[src/rtl/rs_issue_scheduler.sv]
// Wakeup/select scheduler for a 16-entry reservation station: tracks source
// readiness, snoops completion tags, and offers one ready index per FU per cycle.
module rs_issue_scheduler #(
  parameter int NUM_RS = 16,
  parameter int TAG_W  = 6,
  parameter int NUM_FU = 3,
  localparam int IDX_W = $clog2(NUM_RS)
) (
  input  logic              clk,
  input  logic              rst_n,
  input  logic              alloc_valid_a,
  input  logic              alloc_valid_b,
  input  logic [IDX_W-1:0]  alloc_idx_a,
  input  logic [IDX_W-1:0]  alloc_idx_b,
  input  logic [1:0]        alloc_fu_a,
  input  logic [1:0]        alloc_fu_b,
  input  logic [TAG_W-1:0]  alloc_ps1_a,
  input  logic [TAG_W-1:0]  alloc_ps2_a,
  input  logic [TAG_W-1:0]  alloc_ps1_b,
  input  logic [TAG_W-1:0]  alloc_ps2_b,
  input  logic              alloc_rdy1_a,
  input  logic              alloc_rdy2_a,
  input  logic              alloc_rdy1_b,
  input  logic              alloc_rdy2_b,
  input  logic [NUM_FU-1:0] wake_valid,
  input  logic [TAG_W-1:0]  wake_tag_0,
  input  logic [TAG_W-1:0]  wake_tag_1,
  input  logic [TAG_W-1:0]  wake_tag_2,
  input  logic              flush,
  output logic [NUM_FU-1:0] issue_valid,
  output logic [IDX_W-1:0]  issue_idx_0,
  output logic [IDX_W-1:0]  issue_idx_1,
  output logic [IDX_W-1:0]  issue_idx_2,
  input  logic [NUM_FU-1:0] issue_ready,
  output logic [4:0]        free_count,
  output logic              dispatch_stall,
  output logic              alloc_err
);

  logic [NUM_RS-1:0] ent_valid, ent_picked, ent_rdy1, ent_rdy2;
  logic [1:0]        ent_fu   [NUM_RS];
  logic [TAG_W-1:0]  ent_tag1 [NUM_RS];
  logic [TAG_W-1:0]  ent_tag2 [NUM_RS];

  logic [IDX_W-1:0]  idx_q    [NUM_FU];
  logic [IDX_W-1:0]  rr_ptr   [NUM_FU];
  logic [IDX_W-1:0]  next_ptr [NUM_FU];
  logic [IDX_W-1:0]  sel_idx  [NUM_FU];
  logic [TAG_W-1:0]  wtag     [NUM_FU];

  logic [NUM_FU-1:0] hs, load, sel_found;
  logic [NUM_RS-1:0] eligible, hit1, hit2;
  logic              hit_a1, hit_a2, hit_b1, hit_b2;
  logic              accept_a, accept_b, err_now;
  logic [1:0]        n_hs, n_acc;

  assign wtag[0]     = wake_tag_0;
  assign wtag[1]     = wake_tag_1;
  assign wtag[2]     = wake_tag_2;
  assign issue_idx_0 = idx_q[0];
  assign issue_idx_1 = idx_q[1];
  assign issue_idx_2 = idx_q[2];

  assign hs             = issue_valid & issue_ready;
  assign load           = ~issue_valid | hs;
  assign eligible       = ent_valid & ~ent_picked & ent_rdy1 & ent_rdy2;
  assign dispatch_stall = free_count < 5'd2;

  always_comb begin
    hit1   = '0;
    hit2   = '0;
    hit_a1 = 1'b0;
    hit_a2 = 1'b0;
    hit_b1 = 1'b0;
    hit_b2 = 1'b0;
    for (int unsigned f = 0; f < NUM_FU; f++) begin
      if (wake_valid[f]) begin
        for (int unsigned e = 0; e < NUM_RS; e++) begin
          if (ent_tag1[e] == wtag[f]) hit1[e] = 1'b1;
          if (ent_tag2[e] == wtag[f]) hit2[e] = 1'b1;
        end
        if (alloc_ps1_a == wtag[f]) hit_a1 = 1'b1;
        if (alloc_ps2_a == wtag[f]) hit_a2 = 1'b1;
        if (alloc_ps1_b == wtag[f]) hit_b1 = 1'b1;
        if (alloc_ps2_b == wtag[f]) hit_b2 = 1'b1;
      end
    end
  end

  always_comb begin
    accept_a = alloc_valid_a && !ent_valid[alloc_idx_a] && (alloc_fu_a != 2'd3);
    accept_b = alloc_valid_b && !ent_valid[alloc_idx_b] && (alloc_fu_b != 2'd3)
               && !(alloc_valid_a && (alloc_idx_a == alloc_idx_b));
    err_now  = (alloc_valid_a && !accept_a) || (alloc_valid_b && !accept_b);
    n_acc    = {1'b0, accept_a} + {1'b0, accept_b};
    n_hs     = {1'b0, hs[0]} + {1'b0, hs[1]} + {1'b0, hs[2]};
  end

  // A port that handshakes this cycle scans from just past the index it is
  // retiring, so back-to-back picks already honour the updated pointer.
  always_comb begin
    logic [IDX_W-1:0] start;
    int unsigned      e;
    start     = '0;
    e         = 0;
    sel_found = '0;
    for (int unsigned f = 0; f < NUM_FU; f++) begin
      sel_idx[f]  = '0;
      next_ptr[f] = (32'(idx_q[f]) == NUM_RS - 1) ? '0 : idx_q[f] + IDX_W'(1);
    end
    for (int unsigned f = 0; f < NUM_FU; f++) begin
      start = hs[f] ? next_ptr[f] : rr_ptr[f];
      for (int unsigned k = 0; k < NUM_RS; k++) begin
        e = (32'(start) + k) % NUM_RS;
        if (!sel_found[f] && eligible[e] && (ent_fu[e] == 2'(f))) begin
          sel_found[f] = 1'b1;
          sel_idx[f]   = IDX_W'(e);
        end
      end
    end
  end

  always_ff @(posedge clk or negedge rst_n) begin
    if (!rst_n) begin
      ent_valid  <= '0;
      ent_picked <= '0;
      ent_rdy1   <= '0;
      ent_rdy2   <= '0;
      for (int unsigned e = 0; e < NUM_RS; e++) begin
        ent_fu[e]   <= '0;
        ent_tag1[e] <= '0;
        ent_tag2[e] <= '0;
      end
    end else if (flush) begin
      ent_valid  <= '0;
      ent_picked <= '0;
    end else begin
      ent_rdy1 <= ent_rdy1 | (ent_valid & hit1);
      ent_rdy2 <= ent_rdy2 | (ent_valid & hit2);
      for (int unsigned f = 0; f < NUM_FU; f++) begin
        if (hs[f]) begin
          ent_valid[idx_q[f]]  <= 1'b0;
          ent_picked[idx_q[f]] <= 1'b0;
        end
        if (load[f] && sel_found[f]) ent_picked[sel_idx[f]] <= 1'b1;
      end
      if (accept_a) begin
        ent_valid[alloc_idx_a]  <= 1'b1;
        ent_picked[alloc_idx_a] <= 1'b0;
        ent_fu[alloc_idx_a]     <= alloc_fu_a;
        ent_tag1[alloc_idx_a]   <= alloc_ps1_a;
        ent_tag2[alloc_idx_a]   <= alloc_ps2_a;
        ent_rdy1[alloc_idx_a]   <= alloc_rdy1_a | hit_a1;
        ent_rdy2[alloc_idx_a]   <= alloc_rdy2_a | hit_a2;
      end
      if (accept_b) begin
        ent_valid[alloc_idx_b]  <= 1'b1;
        ent_picked[alloc_idx_b] <= 1'b0;
        ent_fu[alloc_idx_b]     <= alloc_fu_b;
        ent_tag1[alloc_idx_b]   <= alloc_ps1_b;
        ent_tag2[alloc_idx_b]   <= alloc_ps2_b;
        ent_rdy1[alloc_idx_b]   <= alloc_rdy1_b | hit_b1;
        ent_rdy2[alloc_idx_b]   <= alloc_rdy2_b | hit_b2;
      end
    end
  end

  always_ff @(posedge clk or negedge rst_n) begin
    if (!rst_n) begin
      issue_valid <= '0;
      free_count  <= 5'(NUM_RS);
      alloc_err   <= 1'b0;
      for (int unsigned f = 0; f < NUM_FU; f++) begin
        idx_q[f]  <= '0;
        rr_ptr[f] <= '0;
      end
    end else if (flush) begin
      issue_valid <= '0;
      free_count  <= 5'(NUM_RS);
    end else begin
      for (int unsigned f = 0; f < NUM_FU; f++) begin
        if (hs[f]) rr_ptr[f] <= next_ptr[f];
        if (load[f]) begin
          issue_valid[f] <= sel_found[f];
          if (sel_found[f]) idx_q[f] <= sel_idx[f];
        end
      end
      free_count <= free_count + {3'b0, n_hs} - {3'b0, n_acc};
      if (err_now) alloc_err <= 1'b1;
    end
  end

endmodule

[config.mk]
export PLATFORM = sky130hd
export DESIGN_NAME = rs_issue_scheduler
export DESIGN_NICKNAME = d
export VERILOG_FILES = /design/src/rtl/rs_issue_scheduler.sv
export SDC_FILE = /design/constraint.sdc
export NUM_CORES = 2
export LEC_CHECK = 0
export CAP_MARGIN = 20
export CORE_MARGIN = 5
export CORE_UTILIZATION = 25
export CTS_BUF_LIST = sky130_fd_sc_hd__clkbuf_16
export DETAILED_ROUTE_END_ITERATION = 10
export PLACE_DENSITY_LB_ADDON = 0.12
export SLEW_MARGIN = 20
export SYNTH_ARGS = -nofsm -noshare
export SYNTH_HDL_FRONTEND = slang
export SYNTH_SLANG_ARGS = --single-unit
[constraint.sdc]
create_clock -name clk -period 8.9 [get_ports clk]
set_input_delay 1.335 -clock clk [delete_from_list [all_inputs] [get_ports clk]]
set_output_delay 1.335 -clock clk [all_outputs]
set_load 0.01 [all_outputs]
==> results.tsv <==
metric	value	unit
crit path from	issue_ready[0]	
hold path startpoint	rr_ptr[8]$_DFFE_PN0N_	
drt wl/cell	30.2	um
io pins	91	
CP Class	input port to register	
DR WL met3	8540	um
non-filler cells, final	5488	
Gate Count Post-Synth	3750	
placed cell count	5402	
max incr delay on CP	0.76	ns
Yosys Warn Count	0	
ys async rst share	100	%
status	finished, final reports clean	
setup TNS	0	ns
DRC Markers	0	
RSZ-0062 raised after global routing	no	
Min-Delay Path Class	register to register	
CP required	9.42	ns
gr usage total	22.8	%
core area	131000	sq um
final instance area	37200	sq um
Max Transition Viols Final	0	
PwrDens	333	nW/um^2
WL final	166000	um
Worst-Skew Late Latency	0.60	ns
Congestion Overflow GR	0	
Final min period	7.38	ns
Max-Cap Viols	0	
Clock Tree Buf Depth	3	
nets	3808	
DP HPWL	108000	um
number of synthesized register bits	321	
GPL Wtd Cong	0.909	
P&R area growth vs syn	12.9	%
Yosys cell types	116	
worst r2r src	issue_idx_0[0]$_DFFE_PN0P_	
met1 wire length	76200	um
CTS tree	yes	
f_max	136	MHz
vias	31531	
Final Hold Viols	0	
maximum vdd drop	0.000186	V
post-cts hold buffer count	0	
R2R Path End	ent_picked[15]$_DFF_PN0_	
slowest CP cell	a2111oi_0	
Post-Syn Nets	3863	
Clk pin slew, worst setup/hold paths	0.06	ns
CTS H-tree depth	2	
Die Ht	373	um
Placed Area	35800	sq um
Num Clock Sinks	321	
First DRT Iteration DRCs	2891	
root buffer cell	clkbuf_16	
via-per-instance ratio	5.75	
Clock Skew	0.0224	ns
FF-to-FF setup slack	2.02	ns
CP arrival	7.90	ns
maximum fanout along the worst path	25	
Least-Margin Pin Slew	1.24	ns
Top Layer Used	met4	
number of gates resized after CTS	0	
Die X	373	um
relative slew slack	16.5	%
Crit. End Element	register	
pin count of the biggest net entering global routing	161	
initial core utilization	25.1	%
Seq/Total Area, Yosys	24.4	%
met2 WL post-DR	75700	um
final period utilization	82.9	%
global-route wire length before repair	238000	um
Final setup viols	0	
cells along the critical path	clkdlybuf4s50_1 -> nand3_1 -> o221a_2 -> buf_4 -> ha_1 -> inv_2 -> mux2_2 -> mux4_2 -> mux2_2 -> nor3_1 -> nand4b_4 -> a2111oi_0 -> a221oi_1 -> o21ai_1 -> o31a_1 -> nand3_1 -> a2111oi_0 -> a211o_1	
Port Buf Inserts	90	
layout cell share with drive strength beyond 1	11.5	%
die area	139000	sq um
Core Rows	133	
CTS Buf Count	46	
number of global-route vias before repair	31138	
Post-Syn Area	32900	sq um
DRT Pass-1 Iters	6	
Critical Path End	ent_picked[15]$_DFF_PN0_	
initial antenna violation count	3	
Post-synth top flop	dfrtp_1	
Post-CTS Setup Bufs	0	
ANT nets after route	0	
CP startpoint kind	input port	
Post-synth EDFFs	0	
FF-to-FF path depth	18	
syn_area_per_cell	8.78	sq um
Static Leak	13.2	nW
==> where the power goes <==
| part | internal, mW | switching (mW) |
|---|---|---|
| sequential | 1.90 | 0.781 |
| combinational | 3.10 | 4.78 |
| clock | 1.02 | 0.781 |
| total | 6.03 | 6.34 |
==> worst min-delay path by stage <==
stage                     slack [ns]                    end  depth (start not counted)
final                           0.49  rr_ptr[8]$_DFFE_PN0N_                          2
after global routing            0.52  rr_ptr[7]$_DFFE_PN0N_                          2
after CTS                       0.49  rr_ptr[6]$_DFFE_PN0N_                          2
after detailed placement        0.47  rr_ptr[6]$_DFFE_PN0N_                          2
after global placement          0.47  rr_ptr[6]$_DFFE_PN0N_                          2
after floorplan                 0.45  rr_ptr[6]$_DFFE_PN0N_                          2
==> placed cells by master, fill, tap and decap left out, types with 67 or more instances in the layout <==
cell type	count
a21oi_1	171
clkdlybuf4s50_1	67
nand2_1	209
o21ai_0	91
xor2_1	335
buf_4	147
nor2_1	231
dfrtp_1	320
mux2i_1	146
nand4_1	132
xnor2_1	351
nor4_1	94
o22a_1	448
==> final cells by class <==
type	count	area [sq um]
fill	14181	93900
inverter	55	209
clock inverter	39	267
antenna	1	2.50
timing repair buffer	240	1970
sequential	321	8030
multi-input combinational	3031	23400
clock buffer	46	1150
tap	1755	2200
==> synthesized netlist by cell type (37+ instances only) <==
| cell type | n | share of area [%] |
|---|---|---|
| nand3_1 | 61 | 0.93 |
| mux4_2 | 52 | 3.6 |
| mux2_2 | 58 | 2.0 |
| a21oi_1 | 174 | 2.6 |
| dfrtp_1 | 320 | 24 |
| ha_1 | 41 | 1.6 |
| clkbuf_1 | 257 | 2.9 |
| nor2_1 | 231 | 2.6 |
| nand4_1 | 132 | 2.5 |
| inv_1 | 42 | 0.48 |
| buf_1 | 54 | 0.62 |
| nor3_1 | 46 | 0.70 |
| nor4_1 | 96 | 1.8 |
| o21ai_0 | 91 | 1.4 |
| a31oi_1 | 37 | 0.70 |
| xor2_1 | 335 | 8.9 |
| o22a_1 | 448 | 12 |
| mux2i_1 | 147 | 4.5 |
| nand2_1 | 209 | 2.4 |
| o41ai_1 | 37 | 0.98 |
| xnor2_1 | 351 | 9.3 |
==> cells by family (layout without fill, tap and decap cells) <==
kind of cell / after synthesis / after routing / synth area share (%)
other: 0 / 1 / 0
XOR/XNOR: 690 / 690 / 18.4
AO/OA/AOI/OAI: 1044 / 1044 / 24.4
multiplexers: 261 / 261 / 10.2
adder cells (fa/ha/maj): 44 / 44 / 1.74
AND/OR/NAND/NOR: 992 / 992 / 16.0
buffers and inverters: 398 / 380 / 4.84
flip-flops: 321 / 321 / 24.4
==> per-stage QoR <==
stage	utilization [%]	hold slack, ns	setup WS (ns)	total power, mW
final	28.4	0.490	1.52	12.4
after global routing	28.4	0.518	1.23	13.1
after CTS	28.4	0.490	1.72	12.3
after detailed placement	27.3	0.474	1.12	10.4
after global placement	27.3	0.471	1.21	10.5
after floorplan	-	0.447	2.35	8.00
==> per-layer routing <==
| metal | track usage [%] | vias up |
|---|---|---|
| met5 | 0 | - |
| met4 | 6.84 | 0 |
| met3 | 2.41 | 252 |
| met2 | 36.7 | 1128 |
| met1 | 32.3 | 16170 |
| li1 | - | 13981 |
==> flip-flops by register name, indices dropped and copies added, names as in the netlist <==
register,count
ent_picked,16
alloc_err,1
rr_ptr,12
ent_tag2,96
ent_valid,16
ent_rdy2,16
issue_idx_2,4
free_count,5
ent_fu,32
ent_tag1,96
issue_idx_1,4
issue_idx_0,4
issue_valid,3
ent_rdy1,16
==> worst max-delay path, delay by kind of cell <==
kind | cells | cell delay [ns]
and+or+nand+nor | 4 | 1.00
muxes | 3 | 1.30
adders and majority gates | 1 | 0.45
buffers and inverters | 3 | 1.05
AOI/OAI and AO/OA | 7 | 2.73
Power figures use the tool's default switching activity.
